**src/rtl/atmega_pll_ctrl.sv**
```systemverilog
// ATmega PLL control: PLLCSR/PLLFRQ registers, emulated lock timer and sequenced clock-source switching.
// Optional lock interrupt is built when ATMEGA_PLL_CTRL_LOCK_IRQ_EN is defined.
module atmega_pll_ctrl #(
    parameter int                           BUS_ADDR_DATA_LEN = 16,
    parameter logic [BUS_ADDR_DATA_LEN-1:0] PLLCSR_ADDR       = 'h49,
    parameter logic [BUS_ADDR_DATA_LEN-1:0] PLLFRQ_ADDR       = 'h52,
    parameter int                           LOCK_CYCLES       = 16
) (
    input  logic                         clk_i,
    input  logic                         rst_n_i,
    input  logic [BUS_ADDR_DATA_LEN-1:0] addr_i,
    input  logic                         wr_i,
    input  logic                         rd_i,
    input  logic [7:0]                   bus_i,
    output logic [7:0]                   bus_o,
    output logic                         pll_en_o,
    output logic [3:0]                   pll_pdiv_o,
    output logic [1:0]                   pll_tim_o,
    output logic                         pll_usb_o,
    output logic                         lock_o,
    output logic                         busy_o,
    output logic                         irq_o,
    input  logic                         irq_ack_i
);
    typedef enum logic [1:0] {OFF, LOCKING, LOCKED, GAP} state_t;

    state_t     state_q, state_d;
    logic [7:0] cnt_q, cnt_d;
    logic       gap_q, gap_d;
    logic [7:0] frq_q, frq_d;
    logic       pindiv_q, pindiv_d;
    logic       plle_q, plle_d;
    logic       lock_d, usb_d, en_d, busy_d;
    logic [3:0] pdiv_d;
    logic [1:0] tim_d;
    logic       wr_csr, wr_frq, relock, tm_change;

    function automatic logic pdiv_valid(input logic [3:0] p);
        case (p)
            4'd3, 4'd4, 4'd5, 4'd7, 4'd8, 4'd9, 4'd10: pdiv_valid = 1'b1;
            default:                                   pdiv_valid = 1'b0;
        endcase
    endfunction

    assign wr_csr = wr_i && (addr_i == PLLCSR_ADDR);
    assign wr_frq = wr_i && (addr_i == PLLFRQ_ADDR);
    // A new valid divider while the PLL runs forces a full relock.
    assign relock    = wr_frq && (state_q != OFF) && pdiv_valid(bus_i[3:0])
                       && (bus_i[3:0] != pll_pdiv_o);
    assign tm_change = wr_frq && ((state_q == LOCKED) || (state_q == GAP))
                       && (bus_i[5:4] != frq_q[5:4]);

    always_comb begin
        state_d  = state_q;
        cnt_d    = cnt_q;
        gap_d    = gap_q;
        frq_d    = frq_q;
        pindiv_d = pindiv_q;
        plle_d   = plle_q;
        lock_d   = lock_o;
        pdiv_d   = pll_pdiv_o;
        usb_d    = pll_usb_o;
        if (wr_csr) begin
            pindiv_d = bus_i[4];
            plle_d   = bus_i[1];
        end
        if (wr_frq) begin
            frq_d = bus_i;
            usb_d = bus_i[6];
        end
        case (state_q)
            OFF: begin
                if (wr_csr && bus_i[1]) begin
                    state_d = LOCKING;
                    cnt_d   = 8'(LOCK_CYCLES - 1);
                    if (pdiv_valid(frq_q[3:0])) pdiv_d = frq_q[3:0];
                end
            end
            LOCKING: begin
                if (cnt_q == 8'd0) begin
                    state_d = LOCKED;
                    lock_d  = 1'b1;
                end else begin
                    cnt_d = cnt_q - 8'd1;
                end
            end
            GAP: begin
                if (gap_q) gap_d = 1'b0;
                else       state_d = LOCKED;
            end
            default: ;
        endcase
        if (relock) begin
            state_d = LOCKING;
            cnt_d   = 8'(LOCK_CYCLES - 1);
            pdiv_d  = bus_i[3:0];
            lock_d  = 1'b0;
        end else if (tm_change) begin
            // Two system-clock cycles with the timer on clk_i before the new source.
            state_d = GAP;
            gap_d   = 1'b1;
        end
        if (wr_csr && !bus_i[1]) begin
            state_d = OFF;
            cnt_d   = 8'd0;
            gap_d   = 1'b0;
            lock_d  = 1'b0;
        end
        en_d   = (state_d != OFF);
        busy_d = (state_d == LOCKING) || (state_d == GAP);
        tim_d  = (state_d == LOCKED) ? frq_d[5:4] : 2'b00;
    end

    always_ff @(posedge clk_i or negedge rst_n_i) begin
        if (!rst_n_i) begin
            state_q    <= OFF;
            cnt_q      <= 8'd0;
            gap_q      <= 1'b0;
            frq_q      <= 8'h04;
            pindiv_q   <= 1'b0;
            plle_q     <= 1'b0;
            lock_o     <= 1'b0;
            pll_pdiv_o <= 4'b0100;
            pll_usb_o  <= 1'b0;
            pll_en_o   <= 1'b0;
            busy_o     <= 1'b0;
            pll_tim_o  <= 2'b00;
        end else begin
            state_q    <= state_d;
            cnt_q      <= cnt_d;
            gap_q      <= gap_d;
            frq_q      <= frq_d;
            pindiv_q   <= pindiv_d;
            plle_q     <= plle_d;
            lock_o     <= lock_d;
            pll_pdiv_o <= pdiv_d;
            pll_usb_o  <= usb_d;
            pll_en_o   <= en_d;
            busy_o     <= busy_d;
            pll_tim_o  <= tim_d;
        end
    end

    always_comb begin
        bus_o = 8'h00;
        if (rd_i) begin
            if (addr_i == PLLCSR_ADDR)      bus_o = {3'b000, pindiv_q, 2'b00, plle_q, lock_o};
            else if (addr_i == PLLFRQ_ADDR) bus_o = frq_q;
        end
    end

`ifdef ATMEGA_PLL_CTRL_LOCK_IRQ_EN
    logic lock_evt;
    assign lock_evt = (state_q == LOCKING) && (state_d == LOCKED);

    // Set wins over a simultaneous acknowledge.
    always_ff @(posedge clk_i or negedge rst_n_i) begin
        if (!rst_n_i)       irq_o <= 1'b0;
        else if (lock_evt)  irq_o <= 1'b1;
        else if (irq_ack_i) irq_o <= 1'b0;
    end
`else
    logic unused_irq_ack;
    assign unused_irq_ack = irq_ack_i;
    assign irq_o          = 1'b0;
`endif

endmodule

```
**config.mk**
```make
export PLATFORM = sky130hd
export DESIGN_NAME = atmega_pll_ctrl
export DESIGN_NICKNAME = d
export VERILOG_FILES = /design/src/rtl/atmega_pll_ctrl.sv
export SDC_FILE = /design/constraint.sdc
export NUM_CORES = 1
export LEC_CHECK = 0
export BUFFER_PORTS_ARGS = -buffer_cell sky130_fd_sc_hd__buf_2
export CAP_MARGIN = 25
export CORE_MARGIN = 2
export CORE_UTILIZATION = 50
export DETAILED_ROUTE_END_ITERATION = 8
export MAX_ROUTING_LAYER = met4
export PLACE_DENSITY_LB_ADDON = 0.25
export SYNTH_ARGS = -nofsm -noshare
export SYNTH_HDL_FRONTEND = slang
export SYNTH_SLANG_ARGS = --single-unit
```
**constraint.sdc**
```tcl
create_clock -name clk_i -period 3.74 [get_ports clk_i]
set_clock_uncertainty 0.2 [all_clocks]
set_input_delay 0.187 -clock clk_i [delete_from_list [all_inputs] [get_ports clk_i]]
set_output_delay 0.187 -clock clk_i [all_outputs]
set_load 0.02 [all_outputs]
```
==> results of run 1 <==
[timing repair]
action | CTS | global route
endpoints found under the hold margin | 33 | 0
hold buffers | 6 | 0
gates resized for setup | 0 | 0
[worst min-delay path by stage]
stage,from,cells past startpoint,slack [ps],to
floorplan,rst_n_i,0,-310,busy_o
global placement,rst_n_i,1,50,cnt_q[1]
detailed placement,rst_n_i,1,50,cnt_q[1]
CTS,bus_i[0],3,10,pll_pdiv_o[0]
global route,bus_i[0],3,30,pll_pdiv_o[0]
finish,bus_i[0],3,20,pll_pdiv_o[0]
[report_power, final]
part           switching [mW]  internal, mW
Clock                   0.128         0.128
Sequential           0.000223         0.314
Combinational          0.0274        0.0240
[area by class of cell]
type / count / area, um2
Fill cell: 347 / 1380
Multi-Input combinational cell: 148 / 1030
Sequential cell: 29 / 728
Timing Repair Buffer: 54 / 308
Clock buffer: 5 / 68.8
Tap cell: 48 / 60.1
Inverter: 10 / 37.5
Clock inverter: 3 / 17.5
[synthesized netlist by cell type, types with 2 or more instances]
cell type / instances / area [um2]
nand2_1: 13 / 48.8
and2_1: 7 / 43.8
buf_6: 2 / 22.5
a21oi_1: 8 / 40.0
mux2_2: 10 / 113
a41oi_1: 3 / 26.3
nor2b_1: 3 / 18.8
nor4bb_1: 2 / 20.0
a21boi_0: 3 / 22.5
dfrtp_1: 27 / 676
o31a_1: 3 / 26.3
nand4_1: 2 / 12.5
nor2_1: 21 / 78.8
xor2_1: 2 / 17.5
clkbuf_1: 3 / 11.3
xnor2_1: 4 / 35.0
nor4_1: 4 / 25.0
buf_2: 2 / 10.0
mux2i_1: 3 / 30.0
o21ai_0: 5 / 25.0
a211oi_1: 5 / 37.5
nand3_1: 4 / 20.0
nor3_1: 4 / 20.0
a311oi_1: 2 / 17.5
nor3b_1: 2 / 15.0
buf_4: 3 / 22.5
a31oi_1: 6 / 37.5
and3_1: 2 / 12.5
nor4b_1: 3 / 26.3
inv_1: 10 / 37.5
a22oi_1: 3 / 22.5
dfstp_2: 2 / 52.6
[metrics by stage]
step / hold WS [ps] / std cells / instance area, um2 / power, mW
global route: 31.4 / 297 / 2250 / 0.643
global placement: 48.8 / 283 / 2110 / 0.366
detailed placement: 51.7 / 283 / 2110 / 0.367
floorplan: -309 / 197 / 1870 / 0.339
finish: 18.2 / 297 / 2250 / 0.622
CTS: 14.4 / 297 / 2250 / 0.625
[cells by family (layout without fill, tap and decap cells)]
family,Yosys count,after routing
other cells,1,1
xor+xnor,6,6
simple gates,83,83
mux,13,13
flops,29,29
compound gates,44,44
fa+ha+maj,1,1
buf+inv,20,72
[registers in the layout (all words and copies together) (netlist names)]
| signal | count |
|---|---|
| cnt_q | 8 |
| frq_q | 8 |
| pll_pdiv_o | 4 |
| pll_tim_o | 2 |
| busy_o | 1 |
| gap_q | 1 |
| lock_o | 1 |
| pindiv_q | 1 |
| pll_en_o | 1 |
| plle_q | 1 |
| state_q | 1 |
[routing by layer]
metal / vias up / track usage (%)
met1: 810 / 28.6
met5: - / -
met3: 6 / 5.82
met2: 44 / 36.9
li1: 821 / -
met4: 0 / 6.77
[critical path, delay by kind of cell, from the launching register on]
family,cells,cell delay (ps)
buffers and inverters,1,80
AO/OA/AOI/OAI,4,970
adder cells (fa/ha/maj),1,210
flip-flops,1,380
AND/OR/NAND/NOR,1,330
==> results.md, run 1 <==
* Pre-CTS setup slack at between 1000 and 1500 ps
* Ys Warns at 0
* Worst Reg2Reg Path Length in Cells at 7
* Crit-path max cell delay at a little under 400 ps
* Mapped Area at 0.00187 mm2
* Mapped Cells at 197
* Worst skew pair latency at 290 ps
* Largest net degree at the start of global routing at 30
* Async S/R FF share, synth at between 90% and 100%
* CTS max path bufs at 2
* Die H at ~65 um
* Min Tclk post-route at 2280 ps
* Met3 wire length at between 200 and 250 um
* P&R area growth vs syn at 20.8%
* Distinct cell type count after synthesis at 56
* Mapped Avg Cell Area at 9.48 um2
* Synth Area in Compound Gates at 16.8%
* Clock-pin slew on the worst setup and hold paths at 70 ps
* Power density over cell area at roughly 280 mW/mm2
* Leak at 1.04 nW
* Max VDD drop at 0.000253 V
* Vias at approximately 1700
* Worst min path class: in -> reg
* Seq cells post-synth at 29
* GRT Total Usage at 22.8%
* Total gr overflow at 0
* Max Cap Viol at 0
* Final Hold Vio Count at 0
* ANT nets after route at 0
* Final Max Tran Viols at 0
* Fmax at 438 MHz
* CTS buffer count at 5
* Setup crit start: cnt_q[0]
* Final setup vio count at 0
* Tcrit/Tclk final at between 60% and 70%
* TritonCTS clock tree: built
* Die W at 65.1 um
* Post-synth EDFFs at 0
* Vias in the first global route at 1546
* Final WL at 4420 um
* CORE AREA at 0.00363 mm2
* Prevailing post-synth register cell: dfrtp_1
* Hpwl dp at 3200 um
* First-pass GRT wire length at 7170 um
* Row cnt at 22
* Max H-tree Level at 2
* Top Ports at 48
* Via density at between 5 and 6
* Nets at 278
* Metal1 wirelength at 1940 um
* Max_slew headroom at 56.9%
* Final worst slack at 1460 ps
* Initial antenna violation count at 0
* Clk root buf: clkbuf_8
* Post-synthesis mux area share at between 7 and 8%
* Post-CTS setup buffer count at 0
* GP Congestion at 0.902
* Status: finished clean
* Actual slew at the worst max-slew pin at 647 ps
* CP Cell Sequence: inv_1 -> ha_1 -> nor3b_2 -> a21oi_1 -> a31oi_2 -> a211oi_1 -> a211o_1
* Met2 WL at 2220 um
* XOR/XNOR Fraction of Synth Area at 2.82%
* RSZ-0062 raised after global routing: false
* Critical path arrival at 2250 ps
* Post-synthesis simple-gate area fraction at 27.3%
* Commonest cells after routing, fill and taps aside: buf_2, dfrtp_1, nor2_1, nand2_1
* Port bufs at 45
* Layout cells sized above 1 at between 30% and 40%
* CP endpoint: cnt_q[1]
* Ant diodes at 0
* Crit path capture type: flop
* Worst flop-to-flop path startpoint: cnt_q[0]
* Reg2Reg Setup Slack at 1460 ps
* Post-Synth Adder-Cell Area at 0.670%
* Syn_nets at 227
* Die ar. at 0.00424 mm2
* 1st-iter DRT viols at 101
* Critical-path top delay cell: a31oi_2
* R2R Path End: cnt_q[1]
* Largest family of logic cells by synthesized area: simple AND/OR/NAND/NOR gates
* CP required at around 3700 ps
* Sequential element share of the synthesized area at between 30% and 40%
* Crit path kind: reg -> reg
* Commonest non-fill, non-tap cell in the layout: buf_2
* CP startpoint kind: flop
* Max Used Layer: met4
* Crit-path max FO at 8
* Starting Density at approximately 50%
* Setup TNS at 0 ps
* Initial DRT Pass Iterations at 4
* WL/cell at 14.9 um
* Final core occ at 62.1%
* Drt drc at 0
* CTS sink count at 29
(Power assumes the default switching activity.)
==> run 2: changes to the inputs <==
--- a/config.mk
+++ b/config.mk
@@ -5,6 +5,7 @@
 export SDC_FILE = /design/constraint.sdc
 export NUM_CORES = 1
 export LEC_CHECK = 0
+export ABC_AREA = 1
 export BUFFER_PORTS_ARGS = -buffer_cell sky130_fd_sc_hd__buf_2
 export CAP_MARGIN = 25
 export CORE_MARGIN = 2
==> constraint.sdc (replaced) <==
create_clock -name clk_i -period 2.1 [get_ports clk_i]
set_clock_uncertainty 0.2 [all_clocks]
set_input_delay 0.105 -clock clk_i [delete_from_list [all_inputs] [get_ports clk_i]]
set_output_delay 0.105 -clock clk_i [all_outputs]
set_load 0.02 [all_outputs]
==> run 2 against run 1 <==
Against the previous run: register-to-register slack lost 1200 ps; clock power grew 85%; first-iteration DRC count shrank 37%; die area grew 5.3%; non-clock buffer count grew 2; hold slack gained 31 ps; sequential power grew 79%; clock-buffer cell count grew 3; setup slack lost 1300 ps; critical path depth grew 5; utilization grew 2.6 points.
==> results.md, run 2 <==
* Min Tclk post-route at just under 2000 ps
* Critical-path top delay cell: dlygate4sd3_1
* Synth top area cells: dfrtp_1, nand2_1, inv_1
* TritonCTS clock tree: built
* Final setup vio count at 0
* Async S/R FF share, synth at 100%
* Ys Warns at 0
* Metal1 wirelength at between 2000 and 2500 um
* Initial antenna violation count at 0
* Comb power frac at 8.9%
* Tcrit/Tclk final at a little over 90%
* Final Hold Vio Count at 0
* Final Max Tran Viols at 0
* Leak at between 1 and 1.5 nW
* CP delay by family, top: simple AND/OR/NAND/NOR gates
* CP required at approximately 2100 ps
* Met2 WL at 1850 um
* Power density over cell area at 472 mW/mm2
* Cell with the most instances after synthesis: nand2_1
* Sequential element share of the synthesized area at 36.9%
* Max VDD drop at 0.000353 V
* CTS max path bufs at 2
* Commonest non-fill, non-tap cell in the layout: nand2_1
* Top Ports at 48
* Status: finished clean
* Die H at 66.8 um
* WL/cell at 11.3 um
* Fmax at 511 MHz
* Mapped Avg Cell Area at roughly 7.1 um2
* Prevailing post-synth register cell: dfrtp_1
* Hpwl dp at around 3200 um
* Row cnt at 22
* Sw power at around 270 uW
* Largest family of logic cells by synthesized area: simple AND/OR/NAND/NOR gates
* Mapped Cells at approximately 280
* Distinct cell type count after synthesis at 30
* GP Congestion at 0.838
* Synth Area in Compound Gates at 9.51%
* 1st-iter DRT viols at 64
* Seq cells post-synth at 29
* Vias at 1874
* Via density at between 4 and 5
* Mapped Area at 0.00197 mm2
* Ant diodes at 0
* Layout cells sized above 1 at about a quarter
* Die ar. at 0.00446 mm2
* Drt drc at 0
* CP Cell Sequence: dlygate4sd3_1 -> buf_2 -> nand2_1 -> nand2_1 -> nand2_1 -> nand3_2 -> nor2_4 -> nand2_4 -> nand2_1 -> inv_1 -> nand2_1 -> nand2_1
* P&R area growth vs syn at 21.8%
* Max_slew headroom at 57.3%
* Crit-path max cell delay at 540 ps
* RSZ-0062 raised after global routing: false
* Max H-tree Level at 2
* Sw frac at between 20% and 30%
* Worst skew pair latency at 280 ps
* CTS sink count at 29
* Syn_nets at 309
* Vias in the first global route at 1739
* Post-synthesis mux area share at 0%
* Crit path kind: in -> reg
* Max Used Layer: met4
* Largest area contributor in the netlist: dfrtp_1
* Commonest cells after routing, fill and taps aside: nand2_1, buf_2, inv_1, nor2_1, dfrtp_1
* Largest net degree at the start of global routing at 30
* Die W at 66.8 um
* Critical path arrival at 1930 ps
* Total gr overflow at 0
* First-pass GRT wire length at 7470 um
* Post-synth EDFFs at 0
* Int Pwr at 870 uW
* Synth top area share at 34.2%
* ANT nets after route at 0
* CORE AREA at 0.00372 mm2
* Clock-pin slew on the worst setup and hold paths at 60 ps
* Crit path capture type: flop
* Initial DRT Pass Iterations at 4
* Post-Synth Adder-Cell Area at less than 1%
* Setup TNS at 0 ps
* Crit-path max FO at 12
* WP buf/inv at 3
* Final Power at 1.14 mW
* Hold slack at 48.8 ps
* Clk pwr share at a little over two fifths
* Final WL at 4340 um
* Cell mode on critical path: nand2_1
* Max Cap Viol at 0
* Starting Density at 53.1%
* Post-synthesis simple-gate area fraction at 37.9%
* Nets at 367
* Seq pwr share at 49.4%
* Actual slew at the worst max-slew pin at 640 ps
* Biggest regs: cnt_q: 8 flops, frq_q: 8 flops, pll_pdiv_o: 4 flops
* Clk root buf: clkbuf_8
* CTS buffer count at 5
* Met3 wire length at 267 um
* CP startpoint kind: input port
* Post-synth top cells: nand2_1, inv_1, nor2_1
* Worst min path class: in -> reg
* XOR/XNOR Fraction of Synth Area at under 10%
* Port bufs at 45
* GRT Total Usage at a little under a quarter
[run 2: cell types whose count changed after synthesis, moves of 6 or more]
cell,before,now
and2_1,7,0
nor2_1,21,31
nand3_1,4,20
inv_1,10,40
o21ai_0,5,12
o21ai_1,0,7
nand2_1,13,82
a31oi_1,6,0
mux2_2,10,0
[run 2: power groups by stage]
stage	sequential [mW]	clock, mW	combinational (mW)
after floorplan	0.571	0	0.0392
after global placement	0.571	0	0.0854
after detailed placement	0.571	0	0.0875
after CTS	0.561	0.476	0.100
after global routing	0.561	0.505	0.113
final	0.561	0.473	0.101
[run 2: kinds of logic after synthesis]
| logic type | after synthesis |
|---|---|
| buffers and inverters | 48 |
| other | 1 |
| AND/OR/NAND/NOR | 158 |
| flip-flops | 29 |
| adder cells (fa/ha/maj) | 1 |
| AO/OA/AOI/OAI | 33 |
| XOR/XNOR | 9 |
[run 2: worst paths after layout]
| kind | from | endpoint | slack, ps | depth (start not counted) |
|---|---|---|---|---|
| worst max-delay path | bus_i[0] | pll_pdiv_o[0] | 140 | 12 |
| worst min-delay path | wr_i | plle_q | 50 | 3 |
| worst max register to register | busy_o | pll_pdiv_o[0] | 230 | 9 |
| worst min register to register | pindiv_q | pindiv_q | 290 | 2 |
| max in group asynchronous | rst_n_i | cnt_q[5] | 1110 | 2 |
| min in group asynchronous | rst_n_i | frq_q[7] | 180 | 2 |
[run 2: layout make-up]
class | count | area [um2]
clock buffers | 8 | 90.1
fillers | 344 | 1310
inverters | 43 | 161
multi-input cells | 202 | 1030
flip-flops and latches | 29 | 728
well taps | 48 | 60.1
repair buffers | 56 | 330
[run 2: metal layers]
layer	vias up	global-route usage, %
met1	815	30.5
met4	0	8.42
li1	990	-
met5	-	-
met3	6	5.74
met2	63	34.0
[run 2: worst min-delay path: cells and delay by family]
family                 cells  cell delay, ps
AO/OA/AOI/OAI              1             130
AND/OR/NAND/NOR            1             130
buffers and inverters      1             130
[run 2: stage by stage]
stage / instances / instance area [um2] / setup slack [ps] / utilization (%)
finish: 386 / 2400 / 143 / 64.7
global route: 386 / 2400 / 14.9 / 64.7
CTS: 386 / 2400 / 162 / 64.6
detailed placement: 369 / 2220 / 254 / 59.8
global placement: 369 / 2220 / 272 / 59.8
floorplan: 279 / 1970 / 367 / -
[run 2: repair_timing]
| item | CTS | global route |
|---|---|---|
| hold endpoints to repair | 40 | 0 |
| resized for setup | 0 | 1 |
| hold buffers | 9 | 0 |
| endpoints found under the setup margin | 0 | 2 |
| buffers inserted | 0 | 0 |
